==> src/rtl/x86_prefetch_queue.sv <==
// Instruction prefetch queue: runs CS:IP fetches ahead of the decoder and presents bytes with their IP.
// Optional PFQ_PEEK2_EN adds a second-byte peek and a two-byte take.
module x86_prefetch_queue #(
  parameter int          BUS_BYTES = 1,
  parameter int          DEPTH     = 8,
  parameter int          ADDR_W    = 20,
  parameter logic [15:0] RESET_CS  = 16'hF000,
  parameter logic [15:0] RESET_IP  = 16'hFFF0
) (
  input  logic                     clock,
  input  logic                     reset,
  output logic [ADDR_W-1:0]        mem_address,
  output logic                     mem_rd,
  input  logic [8*BUS_BYTES-1:0]   mem_data,
  input  logic                     mem_ready,
  input  logic                     flush,
  input  logic [15:0]              flush_cs,
  input  logic [15:0]              flush_ip,
  output logic [7:0]               q_byte,
  output logic                     q_valid,
  output logic [15:0]              q_ip,
  input  logic                     q_take,
`ifdef PFQ_PEEK2_EN
  output logic [7:0]               q_byte1,
  output logic                     q_valid1,
  input  logic                     q_take2,
`endif
  output logic [$clog2(DEPTH):0]   q_count
);

  localparam int PW = $clog2(DEPTH);
  localparam int CW = PW + 1;
  localparam int SW = (ADDR_W > 20) ? ADDR_W : 20;

  typedef enum logic {IDLE, REQ} state_t;

  state_t          state_q, state_d;
  logic [7:0]      buf_q [DEPTH];
  logic [7:0]      buf_d [DEPTH];
  logic [PW-1:0]   rd_ptr_q, rd_ptr_d, wr_ptr_q, wr_ptr_d;
  logic [CW-1:0]   count_q, count_d;
  logic [15:0]     fetch_ip_q, fetch_ip_d, head_ip_q, head_ip_d, cs_q, cs_d;

  logic            fill, take_one, take_two, space_ok;
  logic [1:0]      written, taken;
  logic [15:0]     ip_aligned;
  logic [SW-1:0]   linear;
  logic [7:0]      lo_byte, hi_byte;

  // An odd IP on a word bus delivers only the upper byte of the aligned word.
  function automatic logic [1:0] bytes_for(input logic [15:0] ip);
    if (BUS_BYTES == 1) return 2'd1;
    return ip[0] ? 2'd1 : 2'd2;
  endfunction

  assign lo_byte = mem_data[7:0];
  assign hi_byte = mem_data[8*BUS_BYTES-1 -: 8];

  always_comb begin
    ip_aligned = fetch_ip_q;
    if (BUS_BYTES == 2) ip_aligned[0] = 1'b0;
    linear      = SW'({cs_q, 4'b0000}) + SW'(ip_aligned);
    mem_address = linear[ADDR_W-1:0];
  end

  always_comb begin
    state_d    = state_q;
    buf_d      = buf_q;
    rd_ptr_d   = rd_ptr_q;
    wr_ptr_d   = wr_ptr_q;
    count_d    = count_q;
    fetch_ip_d = fetch_ip_q;
    head_ip_d  = head_ip_q;
    cs_d       = cs_q;
    space_ok   = 1'b0;

    fill     = (state_q == REQ) && mem_ready && !flush;
    written  = fill ? bytes_for(fetch_ip_q) : 2'd0;
    take_one = q_take && (count_q != '0);
`ifdef PFQ_PEEK2_EN
    take_two = q_take2 && (count_q >= CW'(2));
`else
    take_two = 1'b0;
`endif
    taken = take_two ? 2'd2 : (take_one ? 2'd1 : 2'd0);

    if (fill) begin
      if (BUS_BYTES == 2 && fetch_ip_q[0]) begin
        buf_d[wr_ptr_q] = hi_byte;
      end else begin
        buf_d[wr_ptr_q] = lo_byte;
        if (BUS_BYTES == 2) buf_d[PW'(wr_ptr_q + 1'b1)] = hi_byte;
      end
    end

    wr_ptr_d   = wr_ptr_q + PW'(written);
    fetch_ip_d = fetch_ip_q + 16'(written);
    rd_ptr_d   = rd_ptr_q + PW'(taken);
    head_ip_d  = head_ip_q + 16'(taken);
    count_d    = count_q + CW'(written) - CW'(taken);

    // Space is judged against the post-update count, so a held request can never overflow.
    space_ok = (CW'(DEPTH) - count_d) >= CW'(bytes_for(fetch_ip_d));

    case (state_q)
      IDLE:    if (space_ok) state_d = REQ;
      REQ:     if (mem_ready) state_d = space_ok ? REQ : IDLE;
      default: state_d = IDLE;
    endcase

    if (flush) begin
      state_d    = IDLE;
      count_d    = '0;
      rd_ptr_d   = '0;
      wr_ptr_d   = '0;
      cs_d       = flush_cs;
      fetch_ip_d = flush_ip;
      head_ip_d  = flush_ip;
    end
  end

  always_ff @(posedge clock) begin
    if (reset) begin
      state_q    <= IDLE;
      rd_ptr_q   <= '0;
      wr_ptr_q   <= '0;
      count_q    <= '0;
      fetch_ip_q <= RESET_IP;
      head_ip_q  <= RESET_IP;
      cs_q       <= RESET_CS;
    end else begin
      state_q    <= state_d;
      rd_ptr_q   <= rd_ptr_d;
      wr_ptr_q   <= wr_ptr_d;
      count_q    <= count_d;
      fetch_ip_q <= fetch_ip_d;
      head_ip_q  <= head_ip_d;
      cs_q       <= cs_d;
    end
  end

  // Storage needs no reset: outputs are gated by the count.
  always_ff @(posedge clock) begin
    buf_q <= buf_d;
  end

  assign mem_rd  = (state_q == REQ);
  assign q_valid = (count_q != '0);
  assign q_byte  = q_valid ? buf_q[rd_ptr_q] : 8'h00;
  assign q_ip    = head_ip_q;
  assign q_count = count_q;
`ifdef PFQ_PEEK2_EN
  assign q_valid1 = (count_q >= CW'(2));
  assign q_byte1  = q_valid1 ? buf_q[PW'(rd_ptr_q + 1'b1)] : 8'h00;
`endif

endmodule

==> config.mk <==
export PLATFORM = sky130hd
export DESIGN_NAME = x86_prefetch_queue
export DESIGN_NICKNAME = d
export VERILOG_FILES = /design/src/rtl/x86_prefetch_queue.sv
export SDC_FILE = /design/constraint.sdc
export NUM_CORES = 1
export LEC_CHECK = 0
export ABC_AREA = 1
export CAP_MARGIN = 20
export CORE_UTILIZATION = 54
export CTS_CLUSTER_DIAMETER = 30
export DETAILED_ROUTE_END_ITERATION = 8
export GPL_TIMING_DRIVEN = 0
export PLACE_DENSITY = 0.87
export SYNTH_ARGS = -nofsm -noshare
export SYNTH_HDL_FRONTEND = slang
export SYNTH_SLANG_ARGS = --single-unit
export TNS_END_PERCENT = 1
==> constraint.sdc <==
create_clock -name clock -period 2.9 [get_ports clock]
set_input_delay 0.58 -clock clock [delete_from_list [all_inputs] [get_ports clock]]
set_output_delay 0.58 -clock clock [all_outputs]
set_load 0.02 [all_outputs]
==> results of run 1 <==
-- timing repair --
| item | 4_1_cts | 5_1_grt |
|---|---|---|
| setup endpoints to repair | 24 | 14 |
| endpoints found under the hold margin | 0 | 0 |
| cloned | 0 | 0 |
| resized for setup | 50 | 22 |
| pin swaps | 1 | 1 |
| hold buffers | 0 | 0 |
-- stage by stage --
stage	setup TNS, ns	total power (µW)	cell area, µm²
3_5_place_dp	-0.232	3650	7100
2_1_floorplan	0	3000	6000
5_1_grt	-0.508	5870	7710
4_1_cts	-0.0125	5610	7670
3_3_place_gp	-0.163	3590	7100
6_report	-0.0209	5630	7710
-- Yosys cell counts, types with 7 or more instances --
master / n / area share, %
buf_2: 14 / 1.2
xnor2_1: 7 / 1.0
dfxtp_1: 59 / 20
o21ai_0: 23 / 1.9
nor2_1: 119 / 7.4
xor2_1: 13 / 1.9
a22o_1: 11 / 1.6
a21oi_1: 37 / 3.1
buf_4: 7 / 0.88
nand3_1: 32 / 2.7
inv_2: 15 / 0.94
nand2_1: 128 / 8.0
o32ai_1: 9 / 1.3
ha_1: 22 / 4.6
o21ai_1: 42 / 3.5
inv_1: 52 / 3.3
edfxtp_1: 64 / 32
-- cells by family (layout without fill, tap and decap cells) --
group | after synthesis | count (layout) | synth area share (%)
AOI/OAI and AO/OA | 130 | 130 | 12.4
xor gates and xnor gates | 20 | 20 | 2.92
adders and majority gates | 24 | 24 | 5.26
buffers and inverters | 93 | 217 | 6.55
DFF | 123 | 123 | 51.8
and+or+nand+nor | 304 | 304 | 21.2
-- worst max path at each step --
stage | startpoint | to | slack (ns) | depth (start not counted)
2_1_floorplan | fetch_ip_q[4] | mem_address[12] | 0.48 | 11
3_3_place_gp | fetch_ip_q[4] | mem_address[12] | -0.11 | 12
3_5_place_dp | fetch_ip_q[4] | mem_address[12] | -0.12 | 12
4_1_cts | fetch_ip_q[4] | mem_address[12] | -0.01 | 12
5_1_grt | fetch_ip_q[9] | mem_address[19] | -0.14 | 10
6_report | fetch_ip_q[4] | mem_address[12] | -0.02 | 12
-- critical path: stages, from the launching register on --
cell     delay (ns)
dfxtp_4        0.37
ha_2           0.18
inv_1          0.05
fa_2           0.35
inv_2          0.07
nand3_1        0.07
nand2_2        0.09
nand2_1        0.06
nand2_2        0.09
nand2_1        0.05
nand2_1        0.07
xor2_1         0.19
buf_4          0.17
-- registers in the layout (all words and copies together) (netlist names) --
register / cells
wr_ptr_q: 3
rd_ptr_q: 3
mem_rd: 1
fetch_ip_q: 16
q_ip: 16
q_count: 4
buf_q: 64
cs_q: 16
-- layout make-up --
type / count / area (µm²)
buffer: 25 / 141
clock buffer: 18 / 418
clock inverter: 14 / 163
fill: 756 / 3130
inverter: 67 / 251
multi-input combinational: 478 / 2560
sequential: 123 / 3120
tap: 140 / 175
timing repair buffer: 93 / 880
-- layer usage --
layer	vias up	GRT usage [%]
met5	-	0
li1	2547	-
met4	0	13.3
met2	202	49.3
met3	41	6.05
met1	2537	30.1
-- power by group --
part | internal (µW) | switching [µW]
Combinational | 617 | 970
Sequential | 1910 | 73.0
Clock | 1240 | 811
Total | 3770 | 1850
==> results.toml, run 1 <==
[global_routing]
grt_overflow = 0
grt_usage_pct = 27.3
grt_pass1_wl_um = 24000
first_global_vias = 5223
grt_max_degree = 17
antenna_found_initial = 0

[run_status]
outcome = "complete, but fails checks"
violations = "negative setup slack"

[floorplanning]
design.core.area_um2 = 10800
die_x_um = 107
num_rows = 38
dieArea_um2 = 11500
die_h_um = 107
initial_core_util_pct = 55.3
pin_count = 95

[finish]
final_cell_mix = "nand2_1, nor2_1, clkdlybuf4s50_1, edfxtp_1"
instances_no_fill = 958
drive_above_1_share_pct = 13.4
antenna_cells = 0
final_core_util_pct = 71.1
area_delta_synth_final_pct = 28.5
layout_commonest_cell = "nand2_1"
num-nets-final = 874

[placement]
pre_cts_ws_ns = -0.119
portBuffers = 93
hpwlAfterDp_um = 10900
dp_cells = 927
place.gp.congestion = 0.890

[setup_path]
critPathRequiredTime_ns = 2.32
worst-setup-path-type = "reg2out"
end_kind = "output pin"
r2r-start = "q_count[2]"
r2r_cells = 15
r2r_slack_ns = 0.25
r2r_end = "mem_rd"
crit_path_start_kind = "flip-flop"
arrival_ns = 2.34
crit_path_max_fanout = 5

[clock_network]
post_cts_buffers = 0
cts_buffers = 17
clock_sinks = 123
clk_path_buf_depth = 2
clk_pin_slew_ns = 0.06
cts_tree = "done"
clockRootBuffer = "clkbuf_8"
cts_max_level = 4
insertion_delay_ns = 0.52

[routing]
wire_per_inst_um = 15.9
dr.pass1.iters = 5
wl_um = 15200
detail-route-antenna-nets = 0
vias = 5327
first_iter_violations = 385
met1_length_um = 5960
wl_met2_um = 8000
met3WireLength_um = 822
routed.top_layer = "met4"
drc = 0
vias_per_cell = 5.56

[pwr]
p_per_area_nw_per_um2 = 730
power.leakage_uw = 0.00326
vdd_ir_drop_max_mv = 0.418

[sta]
finalHoldWorstSlack_ns = 0.491
finalWorstSetupSlack_ns = -0.0209
slew_headroom_pct = 44.9
maxSlewViolCount = 0
worst_pin_slew_ns = 0.823
fmax_ghz = 0.342
skew_ns = 0.0146
timing.final.crit_share_pct = 101
period_needed_ns = 2.92
finalSetupViolations = 1
hold_viol_final = 0
grt_setup_unrepaired = "yes"

[hold_path]
timing.hold.worst.class = "reg2reg"
min_path_cells = 1
worstHoldStart = "cs_q[11]"
min_to = "cs_q[11]"

[flow_run]
drv_cap = 0

[synthesis]
syn_inst = 694
synthesis.area_um2 = 6000
synth_ff_type = "edfxtp_1"
synth_edf_count = 64
synth-warning-count = 0
yosysUniqueCellTypes = 32
synth-seq-cells = 123
syn_area_per_cell_um2 = 8.64
synth_seq_area_share_pct = 51.8
syn-num-nets = 763
synth_async_sr_flop_share_pct = 0
Note: power is estimated with default switching activity, not from simulation.
==> run 2, diff against run 1 <==
- RECOVER_POWER: not set -> 100
==> results.toml, run 2 (same netlist as run 1, synthesis figures left out) <==
[global_routing]
gr-usage-met1_pct = 30.1
grt_overflow = 0
first_global_vias = 5223
grt_usage_pct = 27.3
grt_pass1_wl_um = 24000
grt_busiest_layer = "met2"
antenna_found_initial = 0
grt_max_degree = 17
grt_use_met2_pct = 49.3
grtUsageMet3_pct = 6.05

[floorplanning]
design.core.area_um2 = 10800
die_h_um = 107
num_rows = 38
pin_count = 95
initial_core_util_pct = 55.3
dieArea_um2 = 11500
die_x_um = 107

[clock_network]
postCtsHoldBufs = 0
cts_max_level = 4
insertion_delay_ns = 0.52
clk_path_buf_depth = 2
cts_tree = "done"
clockRootBuffer = "clkbuf_8"
clk_pin_slew_ns = 0.06
clock_sinks = 123
post_cts_buffers = 0
cts_buffers = 17

[pwr]
pwr-share-seq_pct = 35.6
clock_power_share_pct = 36.7
vdd_ir_drop_max_mv = 0.417
swShare_pct = 32.9
p_per_area_nw_per_um2 = 728
share_comb_of_total_power_pct = 27.7
power_switching_uw = 1840
power.leakage_uw = 0.00325
intPower_uw = 3740

[setup_path]
worst-setup-path-type = "reg2out"
crit_path_max_fanout = 5
critPathLaunch = "fetch_ip_q[4]"
r2r-start = "q_count[2]"
crit_path_start_kind = "flip-flop"
arrival_ns = 2.33
critPathRequiredTime_ns = 2.32
end_kind = "output pin"

[finish]
area_delta_synth_final_pct = 27.6
final_cell_mix = "nand2_1, nor2_1, edfxtp_1, inv_1, dfxtp_1"
largest_register_ffs = 64
largest_register = "buf_q"
antenna_cells = 0
num-nets-final = 874
design_area_um2 = 7650
layout_commonest_cell = "nand2_1"
drive_above_1_share_pct = 11.0

[sta]
maxSlewViolCount = 0
grt_setup_unrepaired = "yes"
finalSetupViolations = 1
slew_headroom_pct = 45.7
timing.final.crit_share_pct = 100
period_needed_ns = 2.91
finalWorstSetupSlack_ns = -0.00756
worst_pin_slew_ns = 0.812
skew_ns = 0.0144
fmax_ghz = 0.344
hold_viol_final = 0
finalHoldWorstSlack_ns = 0.493

[placement]
placed_area_um2 = 7100
hpwlAfterDp_um = 10900
place.gp.congestion = 0.890
portBuffers = 93
pre_cts_ws_ns = -0.119

[routing]
detail-route-antenna-nets = 0
wire_per_inst_um = 15.8
vias_per_cell = 5.57
wl_um = 15100
vias = 5332
first_iter_violations = 354
drc = 0
dr.pass1.iters = 5

[flow_run]
drv_cap = 0

[hold_path]
worstHoldStart = "cs_q[11]"
timing.hold.worst.class = "reg2reg"

[run_status]
outcome = "complete, but fails checks"
violations = "negative setup slack"
[run 2: changes by cell type in the layout (fill, tap and decap cells not counted), moves of 5 or more]
cell             before  now
nor2_1              118  124
inv_2                16   11
dlygate4sd3_1         0   37
o21ai_1              42   33
clkdlybuf4s50_1      71   34
clkbuf_1              4   11
buf_2                14    9
o21ai_0              23   32
[run 2: final timing paths]
kind / to / slack, ns / cells after the start
hold / removal: cs_q[11] / 0.49 / 1
setup reg to reg: mem_rd / 0.19 / 15
setup / recovery: mem_address[12] / -0.008 / 12
hold reg to reg: cs_q[11] / 0.49 / 1
[run 2: worst max-delay path: stages (launching register included)]
cell and delay [ns]:
dfxtp_4 0.38, ha_2 0.18, inv_1 0.05, fa_2 0.35, inv_2 0.07, nand3_1 0.07
nand2_2 0.09, nand2_1 0.06, nand2_2 0.09, nand2_1 0.05, nand2_1 0.07, xor2_1 0.18
buf_4 0.17
[run 2: per-stage QoR]
stage               instances  util (%)  setup TNS, ns  power, µW
global placement          927      65.5         -0.163       3590
finish                    958      70.6       -0.00756       5570
detailed placement        927      65.5         -0.232       3650
global route              958      70.6         -0.605       5830
CTS                       958      70.8        -0.0125       5610
floorplan                 694         -              0       3000
[run 2: power by group through the flow]
| stage | logic (µW) | clock network [µW] | registers, µW |
|---|---|---|---|
| after floorplan | 948 | 0 | 2050 |
| after global placement | 1580 | 0 | 2010 |
| after detailed placement | 1630 | 0 | 2020 |
| after CTS | 1570 | 2060 | 1980 |
| after global routing | 1690 | 2150 | 1990 |
| final | 1540 | 2050 | 1980 |
[run 2: final cells by class]
| class | instances | area (µm²) |
|---|---|---|
| Fill cell | 772 | 3190 |
| Clock inverter | 14 | 163 |
| Sequential cell | 123 | 3120 |
| Multi-Input combinational cell | 478 | 2520 |
| Clock buffer | 18 | 418 |
| Timing Repair Buffer | 93 | 873 |
| Tap cell | 140 | 175 |
| Buffer | 25 | 136 |
| Inverter | 67 | 251 |
[run 2: metal layers]
metal | vias up | routed length, µm
met3 | 44 | 964
met2 | 216 | 7930
met5 | - | 0
li1 | 2544 | -
met1 | 2528 | 5740
met4 | 0 | 483
[run 2: repair_timing]
item                       4_1_cts  5_1_grt
setup endpoints to repair       24       14
pin swaps                        1        1
resized for setup               50       22
